### src/rtl/interface_demux.sv
// interface_demux: replicates backend frames into the tx data/ptr FIFOs of the ports in the descriptor mask.
module interface_demux #(
  parameter int MAX_LEN    = 1536,
  parameter int DROP_CNT_W = 16
) (
  input  logic                  clk_sys,
  input  logic                  rst_sys,
  output logic                  sfifo_rd,
  input  logic [7:0]            sfifo_dout,
  output logic                  ptr_sfifo_rd,
  input  logic [15:0]           ptr_sfifo_dout,
  input  logic                  ptr_sfifo_empty,
  output logic [3:0]            tx_data_fifo_wr,
  output logic [7:0]            tx_data_fifo_din,
  input  logic [3:0]            tx_data_fifo_afull,
  output logic [3:0]            tx_ptr_fifo_wr,
  output logic [15:0]           tx_ptr_fifo_din,
  input  logic [3:0]            tx_ptr_fifo_full,
  output logic [DROP_CNT_W-1:0] drop_cnt
);
  typedef enum logic [2:0] {IDLE, PTR_RD, PTR_CAP, CHECK, DATA, FLUSH, PTR_WR} state_t;
  localparam logic [11:0] MAX_L = 12'(MAX_LEN);
  state_t st, nxt;
  logic [10:0] len, cnt;
  logic [3:0] mask;
  logic drop, fl, rd_d1, cap_drop, ptr_wr_en;
  assign cap_drop = ptr_sfifo_dout[15] | (ptr_sfifo_dout[14:11] == 4'd0) |
                    (ptr_sfifo_dout[10:0] == 11'd0) | ({1'b0, ptr_sfifo_dout[10:0]} > MAX_L);
  assign ptr_wr_en = (nxt == PTR_WR) && !drop;
  always_comb begin
    nxt = st;
    case (st)
      IDLE:    nxt = ptr_sfifo_empty ? IDLE : PTR_RD;
      PTR_RD:  nxt = PTR_CAP;
      PTR_CAP: nxt = CHECK;
      CHECK:   nxt = drop ? ((len == 11'd0) ? PTR_WR : DATA) :
                     ((mask & (tx_data_fifo_afull | tx_ptr_fifo_full)) == 4'd0) ? DATA : CHECK;
      DATA:    nxt = (cnt == 11'd1) ? FLUSH : DATA;
      FLUSH:   nxt = fl ? PTR_WR : FLUSH;
      PTR_WR:  nxt = IDLE;
      default: nxt = IDLE;
    endcase
  end
  always_ff @(posedge clk_sys) begin
    if (rst_sys) begin
      st               <= IDLE;
      sfifo_rd         <= 1'b0;
      ptr_sfifo_rd     <= 1'b0;
      tx_data_fifo_wr  <= '0;
      tx_data_fifo_din <= '0;
      tx_ptr_fifo_wr   <= '0;
      tx_ptr_fifo_din  <= '0;
      drop_cnt         <= '0;
      len              <= '0;
      cnt              <= '0;
      mask             <= '0;
      drop             <= 1'b0;
      fl               <= 1'b0;
      rd_d1            <= 1'b0;
    end else begin
      st               <= nxt;
      ptr_sfifo_rd     <= nxt == PTR_RD;
      sfifo_rd         <= nxt == DATA;
      rd_d1            <= sfifo_rd;
      tx_data_fifo_wr  <= (rd_d1 && !drop) ? mask : 4'd0;
      tx_data_fifo_din <= sfifo_dout;
      tx_ptr_fifo_wr   <= ptr_wr_en ? mask : 4'd0;
      tx_ptr_fifo_din  <= ptr_wr_en ? {5'b0, len} : 16'd0;
      drop_cnt         <= ((nxt == PTR_WR) && drop && !(&drop_cnt)) ? drop_cnt + 1'b1 : drop_cnt;
      fl               <= (st == FLUSH) && !fl;
      if (st == PTR_CAP) begin
        len  <= ptr_sfifo_dout[10:0];
        cnt  <= ptr_sfifo_dout[10:0];
        mask <= ptr_sfifo_dout[14:11];
        drop <= cap_drop;
      end else if (st == DATA) begin
        cnt <= cnt - 11'd1;
      end
    end
  end
endmodule

### config.mk
export PLATFORM = sky130hd
export DESIGN_NAME = interface_demux
export DESIGN_NICKNAME = d
export VERILOG_FILES = /design/src/rtl/interface_demux.sv
export SDC_FILE = /design/constraint.sdc
export NUM_CORES = 1
export LEC_CHECK = 0
export CAP_MARGIN = 25
export CORE_MARGIN = 2
export CORE_UTILIZATION = 45
export CTS_BUF_LIST = sky130_fd_sc_hd__clkbuf_4 sky130_fd_sc_hd__clkbuf_8 sky130_fd_sc_hd__clkbuf_16
export CTS_CLUSTER_SIZE = 20
export DETAILED_ROUTE_END_ITERATION = 8
export GPL_TIMING_DRIVEN = 0
export HOLD_SLACK_MARGIN = 0.05
export PLACE_DENSITY = 0.75
export SLEW_MARGIN = 20
export SYNTH_ARGS = -nofsm -noshare
export SYNTH_HDL_FRONTEND = slang
export SYNTH_SLANG_ARGS = --single-unit
export TNS_END_PERCENT = 30
### constraint.sdc
create_clock -name clk_sys -period 6 [get_ports clk_sys]
set_input_delay 1.2 -clock clk_sys [delete_from_list [all_inputs] [get_ports clk_sys]]
set_output_delay 1.2 -clock clk_sys [all_outputs]
set_load 0.02 [all_outputs]
==> flow_summary.ini, run 1 <==
[route]
drt-vias-per-instance = 5.285
dr_total_vias = 2928
drtAntennaViolNets = 0
drc = 0
wl_per_cell_um = 14.03
routed_wl_um = 7775
first_pass_iters = 4
drt_iter0_drc = 184

[logic_synthesis]
ys_ff_latch = 77
netlist.area_leader.share = 0.4829
async_flop_share = 0
netlist_area_um2 = 3192
ys_types = 52
yosysMostFrequentCell = dfxtp_1
yosysWarningCount = 0
synth_cells = 360
yosysSeqAreaShare = 0.4829
synth_top_flop_cell = dfxtp_1
avgSynthCellArea_um2 = 8.866
synth_commonest_cells = 77 x dfxtp_1, 38 x a21oi_1, 38 x nand2_1, 19 x nor2_1, 15 x and2_1
synth_edf_count = 0
yosysTopAreaCell = dfxtp_1
synth_area_leaders = dfxtp_1 48%, a21oi_1 6.0%, nand2_1 4.5%

[die]
core_region_area_um2 = 6832
die_w_um = 88.22
die-area_um2 = 7783
die_y_um = 88.22
rows = 30
start_util = 0.4672
pin_count = 85

[place]
dpl.hpwl_um = 5732
pre_cts_ws_ns = 3.084
dpl_cell_area_um2 = 4108
gp_congestion = 0.8593
port_buffers = 78

[sta]
fin_crit_ns = 2.654
slew_violations = 0
setup_viol = 0
hold_slack_ns = 0.4689
setup_tns_ns = 0
rsz0062_at_grt = no
timing.final.ws_setup_ns = 3.346
hold_viol = 0
fin_skew_ns = 0.01238
finalCritPeriodShare = 0.4423
tightest_slew_ns = 0.6860
maxSlewHeadroom = 0.5385
fmaxAchievable_mhz = 376.8

[setup_path]
critical_path.max_stage_delay_ns = 0.65
path_class = register to output port
cp_cell_sequence = clkdlybuf4s50_1
cp_slowest_cell = clkdlybuf4s50_1
start_kind = register
cp_num_buf_inv = 1
cp.required_ns = 4.80
endpoint_kind = output port
cp_max_fo = 7
critPathTopFamily = buffers and inverters
arrival_ns = 1.45

[layout]
stdcell_area_um2 = 4315
area_growth_syn_to_layout_pct = 35.20
fin_nets = 491
fin_util = 0.6317
ff_latch_area_um2 = 1541
nFillCells = 618
multi_input_area_um2 = 1508
drive_above_1_share = 0.07860
diodes = 0

[clocking]
cts_tree = yes
cts_setup_buffers = 0
cts_buffers = 9
htreeDepth = 3
insertion_delay_ns = 0.35
hold_buffers = 0
clock-root-buffer = clkbuf_8
cts_buffer_depth = 2
clk_pin_slew_ns = 0.08
cts_resized = 0
cts_sinks = 77

[grt]
antenna_found_initial = 0
grt_pass1_vias = 2626
grt_pass1_wl_um = 12380
grt_start_max_net_pins = 14
overflow = 0
gr-usage-all-layers = 0.2038

[pwr]
ir_drop_uv = 129.6
p_leak_nw = 1.517
p_per_area_nw_per_um2 = 265.4

[job]
cap_viol_max_count = 0

[outcome]
status = complete, no violations

[worst_hold_path]
min_path_type = register to register
-- layout by cell type, fill, tap and decap left out, types with 3 or more instances in the layout --
cell type	synthesis	final
buf_1	4	4
nor4_1	7	7
nand4_1	6	6
and2_1	15	15
o211ai_1	3	3
or4_1	10	10
nor3_1	6	6
nor2_1	19	19
clkdlybuf4s50_1	0	78
nor2b_1	13	13
nand2b_1	3	3
conb_1	1	5
a31oi_1	7	7
buf_2	3	3
or3_1	10	10
and3_1	5	5
ha_1	3	3
nand3_1	10	10
nand3b_1	4	4
clkbuf_1	11	11
nand2_1	38	38
a21oi_1	38	38
o21ai_0	10	10
o21ai_1	5	5
clkbuf_8	0	10
o31ai_1	8	8
inv_1	6	6
mux2_1	3	3
buf_4	7	7
dfxtp_1	77	77
-- stage by stage --
| step | instances | power (mW) |
|---|---|---|
| floorplan | 364 | 0.6796 |
| CTS | 554 | 1.150 |
| global route | 554 | 1.196 |
| detailed placement | 538 | 0.7445 |
| finish | 554 | 1.145 |
| global placement | 538 | 0.7416 |
-- routing by layer --
metal  vias to the layer above  GRT usage  part of all wire
met3                        11    0.03451             0.061
met1                      1331     0.2836              0.46
li1                       1478          -                 -
met2                       108     0.3185              0.46
met4                         0    0.07713             0.015
met5                         -          0                 0
-- cell families (layout without fill, tap and decap cells) --
| group | after synthesis | count (layout) | share of synthesized area |
|---|---|---|---|
| fa+ha+maj | 3 | 3 | 0.01176 |
| xor+xnor | 1 | 1 | 0.002745 |
| mux | 3 | 3 | 0.01058 |
| simple gates | 162 | 162 | 0.2893 |
| compound gates | 81 | 81 | 0.1521 |
| other cells | 1 | 5 | 0.001175 |
| buf+inv | 32 | 126 | 0.04939 |
| flops | 77 | 77 | 0.4829 |
-- cell type report --
cell class,count,area share
Sequential cell,77,0.3572
Clock buffer,12,0.03537
Tap cell,96,0.02783
Multi-Input combinational cell,255,0.3494
Inverter,6,0.005219
Buffer,26,0.03131
Clock inverter,4,0.01276
Timing Repair Buffer,78,0.1809
-- sequential cells by signal, summed over array words and instances (netlist names) --
signal / flops
tx_data_fifo_din: 8
ptr_sfifo_rd: 1
drop_cnt: 16
mask: 4
tx_data_fifo_wr: 4
sfifo_rd: 1
fl: 1
len: 11
cnt: 11
tx_ptr_fifo_din: 11
tx_ptr_fifo_wr: 4
rd_d1: 1
drop: 1
st: 3
-- final timing paths --
| check | startpoint | endpoint | slack, ns | depth (start not counted) |
|---|---|---|---|---|
| worst max-delay path | drop_cnt[12] | drop_cnt[12] | 3.35 | 1 |
| worst max register to register | drop_cnt[0] | drop_cnt[7] | 3.71 | 6 |
| worst min-delay path | sfifo_rd | rd_d1 | 0.47 | 1 |
| worst min register to register | sfifo_rd | rd_d1 | 0.47 | 1 |
-- power breakdown --
group          internal (mW)  switching, mW  leakage (nW)
clock                  0.216          0.195         0.104
sequential             0.538         0.0218         0.625
combinational         0.0774         0.0976         0.787
total                  0.831          0.314          1.52
Note: power is estimated with default switching activity, not from simulation.
==> inputs of run 2 (changes only) <==
CORE_UTILIZATION = 43   (was 45)
clock period = 2.4 ns   (was 6 ns; I/O delays follow)
==> run 2 against run 1 <==
First-iteration DRC count shrank 6.0%; utilization down 3.0 points; die area rose by 4.4%; flip-flop and latch count is the same; power grew to 2.6 times the previous value; hold slack lost 0.00061 ns; largest cell class unchanged; routed wire length grew 0.66%; sequential share of layout area shrank 0.24 points; worst setup slack worse by 3.2 ns; clock power grew to 2.7 times the previous value; via count shrank 0.10%; clock-buffer cell count fell by 2.
==> flow_summary.ini, run 2 (synthesis gave the netlist of run 1 again) <==
[outcome]
status = complete, no violations

[sta]
fmaxAchievable_mhz = 447.0
timing.final.ws_setup_ns = 0.1627
setup_tns_ns = 0
finalCritPeriodShare = 0.9322
slew_violations = 0
setup_viol = 0
rsz0062_at_grt = no
hold_viol = 0
fin_skew_ns = 0.009088
maxSlewHeadroom = 0.5307
fin_crit_ns = 2.237
tightest_slew_ns = 0.6976

[route]
wl_per_cell_um = 14.05
routed_wl_um = 7826
drt-vias-per-instance = 5.251
drt_iter0_drc = 173
dr_total_vias = 2925
first_pass_iters = 4
drtAntennaViolNets = 0
drc = 0

[clocking]
cts_tree = yes
clock-root-buffer = clkbuf_8
cts_resized = 0
cts_sinks = 77
htreeDepth = 3
cts_buffer_depth = 2
cts_setup_buffers = 0
clk_pin_slew_ns = 0.08
insertion_delay_ns = 0.35
cts_buffers = 9
hold_buffers = 0

[die]
die_y_um = 90.16
die-area_um2 = 8128
start_util = 0.4424
pin_count = 85
core_region_area_um2 = 7214
rows = 31
die_w_um = 90.16

[layout]
final_common_cell = clkdlybuf4s50_1
final_cell_mix = 78 x clkdlybuf4s50_1, 77 x dfxtp_1, 38 x a21oi_1, 38 x nand2_1, 19 x nor2_1
top_register = drop_cnt
ff_latch_area_um2 = 1541
fin_nets = 491
nFillCells = 646
final_cells = 557
area_growth_syn_to_layout_pct = 36.10
drive_above_1_share = 0.08079
largest_reg_flops = 16
diodes = 0
stdcell_area_um2 = 4344
multi_input_area_um2 = 1508

[setup_path]
start_kind = register
reg2reg_from = drop_cnt[0]
path_class = register to register
endpoint_kind = register
cp_max_fo = 8
rrSetupSlack_ns = 0.16
arrival_ns = 2.52
cp.required_ns = 2.68
startpoint = drop_cnt[0]

[pwr]
power_switching_mw = 0.7982
p_clk_frac = 0.377
seqPwrFrac = 0.473
p_leak_nw = 1.529
intPower_mw = 2.160
comb_power_share = 0.150
ir_drop_uv = 276.9
p_per_area_nw_per_um2 = 681.1
swShare = 0.2698

[job]
cap_viol_max_count = 0

[place]
dpl.hpwl_um = 5787
dpl_cell_area_um2 = 4111
pre_cts_ws_ns = 0.1478
gp_congestion = 0.8082
place_inst = 541
port_buffers = 78

[grt]
grt_pass1_vias = 2750
overflow = 0
grt_pass1_wl_um = 13110
antenna_found_initial = 0
grt_start_max_net_pins = 15
gr-usage-all-layers = 0.1962

[worst_hold_path]
min_path_type = register to register
min_from = sfifo_rd
==> run 2: cell count changes in the layout (fill, tap and decap cells not counted), sizes merged <==
cell,previous run,this run
clkbuf,23,21
bufinv,1,2
clkinv,0,1
==> run 2: worst max-delay path, cell delays in order (launching register included) <==
cell and delay, ns:
dfxtp_1 0.36, ha_1 0.24, nand3_1 0.25, nor3_1 0.10, or3_1 0.37, buf_1 0.19
or4_1 0.51, a21oi_1 0.16
==> run 2: metal layers <==
layer | vias to the layer above | global-route usage | wire, um
met2 | 89 | 0.3152 | 3691
li1 | 1471 | - | -
met1 | 1350 | 0.2588 | 3618
met4 | 0 | 0.08077 | 145
met3 | 15 | 0.03856 | 371
met5 | - | 0 | 0
==> run 2: path summary, 6_finish.rpt <==
path | to | cells past startpoint
max | drop_cnt[13] | 7
min | rd_d1 | 1
max reg2reg | drop_cnt[13] | 7
min reg2reg | rd_d1 | 1
==> run 2: area by class of cell <==
class | count | area share
repair buffers | 78 | 0.1797
clock buffers | 10 | 0.03168
multi-input cells | 255 | 0.3471
well taps | 99 | 0.02851
flip-flops and latches | 77 | 0.3548
clock inverters | 6 | 0.02160
inverters | 6 | 0.005184
plain buffers | 26 | 0.03139
==> run 2: power by group through the flow <==
stage / registers (mW) / clock network, mW / logic (mW)
floorplan: 1.43 / 0 / 0.274
global placement: 1.43 / 0 / 0.429
detailed placement: 1.43 / 0 / 0.438
CTS: 1.40 / 1.13 / 0.441
global route: 1.41 / 1.19 / 0.496
finish: 1.40 / 1.12 / 0.444
==> run 2: per-stage QoR <==
stage | utilization | hold slack, ns | power [mW]
after floorplan | - | 0.4444 | 1.699
after CTS | 0.6020 | 0.4738 | 2.970
after detailed placement | 0.5699 | 0.4546 | 1.865
after global placement | 0.5699 | 0.4453 | 1.854
after global routing | 0.6022 | 0.4978 | 3.092
final | 0.6022 | 0.4683 | 2.959
